### config.mk
export PLATFORM = sky130hd
export DESIGN_NAME = prefetch_unit
export DESIGN_NICKNAME = d
export VERILOG_FILES = /design/src/rtl/cpu_types_pkg.sv /design/src/rtl/fetch_fifo.sv /design/src/rtl/prefetch_unit.sv
export SDC_FILE = /design/constraint.sdc
export NUM_CORES = 1
export LEC_CHECK = 0
export CAP_MARGIN = 0
export CORE_ASPECT_RATIO = 1.4
export CORE_MARGIN = 8
export CORE_UTILIZATION = 45
export DETAILED_ROUTE_END_ITERATION = 16
export PLACE_DENSITY_LB_ADDON = 0.2
export SYNTH_ARGS = -nofsm -noshare
export SYNTH_HDL_FRONTEND = slang
export SYNTH_SLANG_ARGS = --single-unit
### constraint.sdc
create_clock -name CLK -period 4.4 [get_ports CLK]
set_input_delay 0.88 -clock CLK [delete_from_list [all_inputs] [get_ports CLK]]
set_output_delay 0.88 -clock CLK [all_outputs]
set_load 0.005 [all_outputs]
### src/rtl/cpu_types_pkg.sv
// Shared CPU word and fetch-queue entry types.
package cpu_types_pkg;

    typedef logic [31:0] word_t;

    typedef struct packed {
        word_t instr;
        word_t pc;
    } fetch_entry_t;

    localparam word_t WORD_BYTES = 32'd4;
    localparam word_t WORD_ALIGN_MASK = 32'hFFFF_FFFC;

endpackage

### src/rtl/fetch_fifo.sv
// Circular queue of fetch entries with synchronous flush; entry storage is not reset.
import cpu_types_pkg::*;

module fetch_fifo #(
    parameter int  DEPTH   = 4,
    parameter type entry_t = fetch_entry_t
) (
    input  logic                   clk,
    input  logic                   rst_n,
    input  logic                   wen,
    input  logic                   ren,
    input  logic                   flush,
    input  entry_t                 wdata,
    output entry_t                 rdata,
    output logic [$clog2(DEPTH):0] count,
    output logic                   full,
    output logic                   empty
);

    localparam int AW = $clog2(DEPTH);
    localparam int CW = AW + 1;

    entry_t          r_mem [DEPTH];
    logic [AW-1:0]   r_head;
    logic [AW-1:0]   r_tail;
    logic [CW-1:0]   r_count;
    logic            w_do_wr;
    logic            w_do_rd;

    assign full    = (r_count == CW'(DEPTH));
    assign empty   = (r_count == '0);
    assign w_do_wr = wen && !full && !flush;
    assign w_do_rd = ren && !empty && !flush;
    assign count   = r_count;
    assign rdata   = r_mem[r_head];

    // DEPTH is a power of two, so natural pointer overflow is the wrap
    always_ff @(posedge clk or negedge rst_n) begin
        if (!rst_n) begin
            r_head  <= '0;
            r_tail  <= '0;
            r_count <= '0;
        end else if (flush) begin
            r_head  <= '0;
            r_tail  <= '0;
            r_count <= '0;
        end else begin
            if (w_do_wr) r_tail <= r_tail + 1'b1;
            if (w_do_rd) r_head <= r_head + 1'b1;
            if (w_do_wr && !w_do_rd)      r_count <= r_count + 1'b1;
            else if (!w_do_wr && w_do_rd) r_count <= r_count - 1'b1;
        end
    end

    always_ff @(posedge clk) begin
        if (w_do_wr) r_mem[r_tail] <= wdata;
    end

endmodule

### src/rtl/prefetch_unit.sv
// Fetch front end: PC register, request gating and redirect priority around fetch_fifo.
import cpu_types_pkg::*;

module prefetch_unit #(
    parameter word_t PC_INIT = 32'h0000_0000,
    parameter int    DEPTH   = 4
) (
    input  logic                   CLK,
    input  logic                   nRST,
    output logic                   imemREN,
    output logic [31:0]            imemaddr,
    input  logic [31:0]            imemload,
    input  logic                   ihit,
    input  logic                   redirect,
    input  logic [31:0]            redirect_addr,
    input  logic                   halt,
    input  logic                   deq,
    output logic [31:0]            instr,
    output logic [31:0]            instr_pc,
    output logic                   valid,
    output logic [$clog2(DEPTH):0] count
);

    word_t        r_pc;
    fetch_entry_t w_wdata;
    fetch_entry_t w_rdata;
    logic         w_full;
    logic         w_empty;
    logic         w_enq;
    logic         w_ren;

    assign imemREN  = !w_full && !halt && !redirect;
    assign w_enq    = imemREN && ihit;
    // redirect wins over a same-cycle dequeue; the fifo flush also blocks it
    assign w_ren    = deq && !redirect;
    assign w_wdata  = '{instr: imemload, pc: r_pc};
    assign imemaddr = r_pc;

    always_ff @(posedge CLK or negedge nRST) begin
        if (!nRST)          r_pc <= PC_INIT;
        else if (redirect)  r_pc <= redirect_addr & WORD_ALIGN_MASK;
        else if (w_enq)     r_pc <= r_pc + WORD_BYTES;
    end

    fetch_fifo #(
        .DEPTH   (DEPTH),
        .entry_t (fetch_entry_t)
    ) u_fifo (
        .clk   (CLK),
        .rst_n (nRST),
        .wen   (w_enq),
        .ren   (w_ren),
        .flush (redirect),
        .wdata (w_wdata),
        .rdata (w_rdata),
        .count (count),
        .full  (w_full),
        .empty (w_empty)
    );

    assign valid    = !w_empty;
    assign instr    = w_empty ? '0 : w_rdata.instr;
    assign instr_pc = w_empty ? '0 : w_rdata.pc;

endmodule

==> results.json <==
{
  "outcome": "finished, final reports clean",
  "dp_hpwl_um": 15900,
  "setup_tns_ps": 0,
  "multiInputGateArea_um2": 3140,
  "r2r_slack_ps": 2070,
  "core-area_um2": 25800,
  "crit_required_ps": 3520,
  "ys_async_sr_fraction_pct": 13.0,
  "synthSimpleGateAreaFrac_pct": 9.03,
  "num_rows": 70,
  "routed_wl_um": 25800,
  "grt_pass1_wl_um": 40700,
  "post-place-ws_ps": 996,
  "clock_latency_ps": 530,
  "die_y_um": 207,
  "fin_crit_sh_pct": 83.6,
  "syn_area_um2": 11700,
  "fp.dieArea_um2": 31500,
  "cts_buffer_depth": 3,
  "clk_pin_slew_worst_paths_ps": 70,
  "fmax_ghz": 0.272,
  "drtIter0Drc": 375,
  "worstMarginPinSlew_ps": 1120,
  "drtAntennaViolNets": 0,
  "worstSetupPathType": "flip-flop to output pin",
  "final_nets": 907,
  "via_count": 6625,
  "synth-compound-area-share_pct": 4.21,
  "muxShareOfSynthArea_pct": 12.2,
  "drv_cap": 0,
  "n_fill_cell": 1963,
  "syn_avg_cell_area_um2": 17.6,
  "regArea_um2": 8380,
  "final_common_cell": "edfxtp_1",
  "synth_flop_cell": "edfxtp_1",
  "cts_tree": "yes",
  "hold_buffers": 0,
  "io_pins": 171,
  "peakVddDrop_uv": 324,
  "wl_per_cell_um": 22.0,
  "synth_top_family_by_area": "multiplexers",
  "layout-drive-gt1-share_pct": 16.0,
  "h-tree-depth": 1,
  "antenna_cells": 0,
  "yosys_warnings": 0,
  "grt_setup_unrepaired": "false",
  "finalHoldViolCount": 0,
  "worst_slack_ps": 723,
  "start_util_pct": 45.3,
  "route.detailed.drc": 0,
  "antenna_found_initial": 0,
  "post_cts_resize_count": 0,
  "yosysUniqueCellTypes": 57,
  "grt_max_degree": 64,
  "grt.total_usage_pct": 16.5,
  "cts_sinks": 285,
  "cp_max_fo": 63,
  "maxSlewViolCount": 0,
  "ys_ff_latch": 285,
  "grt_pass1_vias": 7252,
  "gr-total-overflow": 0,
  "first_pass_iters": 5,
  "p_per_area_nw_per_um2": 514,
  "hp-class": "primary input to async pin",
  "finalSetupViolCount": 0,
  "gp_congestion": 0.832,
  "yosysSeqAreaShare_pct": 71.5,
  "mostFrequentLayoutCells": "edfxtp_1, clkdlybuf4s50_1, and2_1, mux4_2, nand2_1",
  "p_leak_nw": 4.80,
  "layout-area-overhead-vs-synth_pct": 24.9,
  "synth-edff-count": 248,
  "arrival_ps": 2800,
  "slew_headroom_pct": 25.6,
  "synthCells": 665,
  "critical_path.endpoint_type": "output pin",
  "vias_per_cell": 5.64,
  "numPortBuffers": 164,
  "synthAdderAreaFrac_pct": 0.705,
  "skew_ps": 9.92,
  "startpoint_type": "flip-flop",
  "die_w_um": 152,
  "period_minus_slack_ps": 3680,
  "numCtsBuffers": 26,
  "post_cts_buffers": 0,
  "synth_xor_area_share_pct": 0.374,
  "ctsRootBufferMaster": "clkbuf_16"
}
-- synthesized netlist by cell type, drive strengths merged (4+ instances only) --
cell      n  share of area (%)
o211ai    4               0.26
ha        5               0.53
nor3b     5               0.36
buf      21                1.0
nor2b     4               0.21
nor2     21               0.76
a21oi     5               0.21
nand2    39                1.3
nor3     10               0.43
o21ai    23               0.98
o311ai   11               0.82
and3      9               0.49
clkbuf   19               0.62
and2     63                3.4
dfrtp    37                7.9
a32oi     4               0.30
nand3    14               0.71
a31oi     5               0.27
nand4     8               0.61
edfxtp  248                 64
mux4     62                 12
a221o     4               0.34
inv       9               0.29
-- per-stage QoR --
| step | util (%) | hold WS, ps | std cells | cell area (um2) | power, mW |
|---|---|---|---|---|---|
| 3_5_place_dp | 53.2 | 563 | 1127 | 13800 | 5.37 |
| 4_1_cts | 56.6 | 472 | 1175 | 14600 | 7.64 |
| 6_report | 56.6 | 473 | 1175 | 14600 | 7.52 |
| 2_1_floorplan | - | 513 | 668 | 11700 | 4.27 |
| 3_3_place_gp | 53.2 | 531 | 1127 | 13800 | 5.33 |
| 5_1_grt | 56.6 | 514 | 1175 | 14600 | 7.87 |
-- path summary, 6_finish.rpt --
| check | startpoint | endpoint | depth (start not counted) |
|---|---|---|---|
| worst min-delay path | nRST | imemaddr[26] | 1 |
| min in group CLK | u_fifo.r_tail[0] | u_fifo.r_tail[0] | 1 |
| worst max-delay path | u_fifo.count[0] | instr[10] | 3 |
| worst max register to register | imemaddr[2] | imemaddr[24] | 6 |
| worst min register to register | u_fifo.r_tail[0] | u_fifo.r_tail[0] | 1 |
| max in group asynchronous | nRST | u_fifo.r_head[0] | 1 |
-- routing by layer --
layer / GRT usage, % / up-vias / routed length, um
li1: - / 2965 / -
met1: 20.3 / 3388 / 10700
met2: 29.3 / 231 / 13200
met3: 2.94 / 41 / 1390
met4: 5.23 / 0 / 546
met5: 0 / - / 0
-- critical path, stage by stage, from the launching register on --
cell	delay (ps)
dfrtp_1	450
or3_2	990
and2_1	350
clkdlybuf4s50_1	450
-- final cells by class --
cell class / count / share of cell area [%]
Clock inverter: 11 / 0.633
Timing Repair Buffer: 175 / 12.3
Clock buffer: 37 / 5.36
Multi-Input combinational cell: 334 / 21.5
Tap cell: 324 / 2.77
Inverter: 9 / 0.231
Sequential cell: 285 / 57.3
-- registers in the layout, summed over array words and instances (netlist names) --
register and flops:
u_fifo.r_mem 248, u_fifo.count 3, u_fifo.r_head 2, u_fifo.r_tail 2, imemaddr 30
-- logic make-up after synthesis --
group	after synthesis
DFF	285
and+or+nand+nor	183
AOI/OAI and AO/OA	71
muxes	65
buffers and inverters	49
adders and majority gates	6
xor gates and xnor gates	5
other	1
-- power by group --
group	internal, mW	switching [mW]
clock	1.30	0.956
combinational	1.21	0.763
sequential	3.07	0.207
Power figures use the tool's default switching activity.
==> RTL change: new RTL, config.mk and constraints unchanged <==
Register the inputs `imemload`, `ihit`, `redirect`, `redirect_addr`, `halt` and `deq` before use, with the module's reset. The logic sees them one clock later. Comments in the files are not updated.
--- a/src/rtl/prefetch_unit.sv
+++ b/src/rtl/prefetch_unit.sv
@@ -21,6 +21,31 @@
     output logic [$clog2(DEPTH):0] count
 );
 
+    logic [31:0] imemload_q;
+    logic ihit_q;
+    logic redirect_q;
+    logic [31:0] redirect_addr_q;
+    logic halt_q;
+    logic deq_q;
+
+    always_ff @(posedge CLK or negedge nRST) begin
+        if (!nRST) begin
+            imemload_q      <= '0;
+            ihit_q          <= '0;
+            redirect_q      <= '0;
+            redirect_addr_q <= '0;
+            halt_q          <= '0;
+            deq_q           <= '0;
+        end else begin
+            imemload_q      <= imemload;
+            ihit_q          <= ihit;
+            redirect_q      <= redirect;
+            redirect_addr_q <= redirect_addr;
+            halt_q          <= halt;
+            deq_q           <= deq;
+        end
+    end
+
     word_t        r_pc;
     fetch_entry_t w_wdata;
     fetch_entry_t w_rdata;
@@ -29,16 +54,16 @@
     logic         w_enq;
     logic         w_ren;
 
-    assign imemREN  = !w_full && !halt && !redirect;
-    assign w_enq    = imemREN && ihit;
+    assign imemREN  = !w_full && !halt_q && !redirect_q;
+    assign w_enq    = imemREN && ihit_q;
     // redirect wins over a same-cycle dequeue; the fifo flush also blocks it
-    assign w_ren    = deq && !redirect;
-    assign w_wdata  = '{instr: imemload, pc: r_pc};
+    assign w_ren    = deq_q && !redirect_q;
+    assign w_wdata  = '{instr: imemload_q, pc: r_pc};
     assign imemaddr = r_pc;
 
     always_ff @(posedge CLK or negedge nRST) begin
         if (!nRST)          r_pc <= PC_INIT;
-        else if (redirect)  r_pc <= redirect_addr & WORD_ALIGN_MASK;
+        else if (redirect_q)  r_pc <= redirect_addr_q & WORD_ALIGN_MASK;
         else if (w_enq)     r_pc <= r_pc + WORD_BYTES;
     end
 
@@ -50,7 +75,7 @@
         .rst_n (nRST),
         .wen   (w_enq),
         .ren   (w_ren),
-        .flush (redirect),
+        .flush (redirect_q),
         .wdata (w_wdata),
         .rdata (w_rdata),
         .count (count),
Function: changed (a bounded check fails within 4 cycles, from zero or initial values and one cycle with nRST low).
==> RTL change against the unedited design <==
- synthesized area increased by 15%
- design area increased by 15%
- setup slack got worse by 0.0036 ns
- non-clock buffer count rose by 3
- routed wire length rose by 11%
- power up 18%
- global-route usage down 0.060 points
- sequential cell count up 66
- core utilization decreased by 0.24 points
- die area grew 14%
- count of clock-buffer cells in the layout grew 18
==> RTL change: results <==
group,metric,value,unit
run_status,status,"completed",
logic_synthesis,ys_seq_area_share,74.50,%
global_routing,use_met1,20.07,%
logic_synthesis,synthAdderAreaFrac,0.6137,%
timing,worst_slack,0.7197,ns
detailed_routing,wl_per_cell,21.70,um
global_routing,gr-usage-met2,28.71,%
pwr,peakVddDrop,0.0002927,V
detailed_routing,num_vias,7216,
global_routing,grt_first_pass_wirelength,44.82,mm
logic_synthesis,synth_compound_area_share,3.738,%
detailed_routing,firstDrtPassIters,5,
global_routing,grt_pass1_vias,7783,
clock_tree,htree_levels,2,
detailed_routing,drt_iter0_markers,377,
detailed_routing,wl_met3,1.508,mm
setup_path,cpPeakStageDelay,0.81,ns
placement,pre_cts_ws,1.182,ns
detailed_routing,drt-met1-wl,11.59,mm
pwr,p_leak,5.742,nW
setup_path,crit_path_end,"instr_pc[20]",
setup_path,reg2reg_depth,4,
setup_path,worstPathMaxFanout,27,
setup_path,reg2reg_from,"redirect_q$_DFF_PN0_",
setup_path,slowest_stage,"dfrtp_4",
timing,clock_skew,0.009302,ns
setup_path,startpoint,"u_fifo.r_head[0]$_DFFE_PN0P_",
timing,whs,0.4563,ns
detailed_routing,top_layer_used,"met4",
worst_hold_path,min_path_type,"flop to flop",
placement,gp_congestion,0.8641,
global_routing,grt_usage,16.44,%
global_routing,use_met3,3.537,%
layout,final_layout_size_suffix_gt1_share,15.32,%
clock_tree,cts_made_buffers,34,
logic_synthesis,muxShareOfSynthArea,10.91,%
placement,dp.cells,1263,
detailed_routing,wl_met2,14.96,mm
layout,nNetsFinal,990,
placement,dp_hpwl,17.79,mm
worst_hold_path,holdPathEnd,"imemaddr[3]$_DFFE_PN0N_",
setup_path,rr_endpoint,"u_fifo.r_mem[2][40]$_DFFE_PP_",
global_routing,grt_max_degree,72,
clock_tree,clk_latency,0.51,ns
logic_synthesis,synthXorXnorAreaFrac,0.1302,%
logic_synthesis,synth_common_cells,"edfxtp_1, dfrtp_1, and2_1",
pwr,p_int,6.733,mW
logic_synthesis,avgSynthCellArea,18.16,sq um
detailed_routing,wirelength,28.75,mm
logic_synthesis,async_flop_share,29.34,%
logic_synthesis,synth_area_leaders,"edfxtp_1, dfrtp_1, mux4_2",
placement,placed_cell_area,0.01561,sq mm
setup_path,worst-r2r-setup-slack,1.69,ns
timing,relSlewSlack,33.57,%
-- RTL change: power by group through the flow --
| stage | Combinational (mW) | Clock (mW) | Sequential [mW] |
|---|---|---|---|
| 4_1_cts | 2.06 | 3.03 | 3.96 |
| 3_5_place_dp | 2.06 | 0 | 4.02 |
| 3_3_place_gp | 2.04 | 0 | 4.02 |
| 6_report | 1.99 | 2.95 | 3.95 |
| 5_1_grt | 2.17 | 3.15 | 3.98 |
| 2_1_floorplan | 1.04 | 0 | 3.87 |
-- RTL change: area by class of cell --
| type | instances | area [sq um] |
|---|---|---|
| Inverter | 11 | 41.29 |
| Multi-Input combinational cell | 338 | 3222 |
| Tap cell | 385 | 481.7 |
| Fill cell | 2285 | 12980 |
| Clock inverter | 7 | 88.84 |
| Timing Repair Buffer | 178 | 1832 |
| Clock buffer | 55 | 1072 |
| Sequential cell | 351 | 10030 |
-- RTL change: worst max-delay path, delay by kind of cell, from the launching register on --
family,cells,cell delay [ns]
buf+inv,2,0.72
simple gates,1,0.18
mux,1,0.57
flops,1,0.81
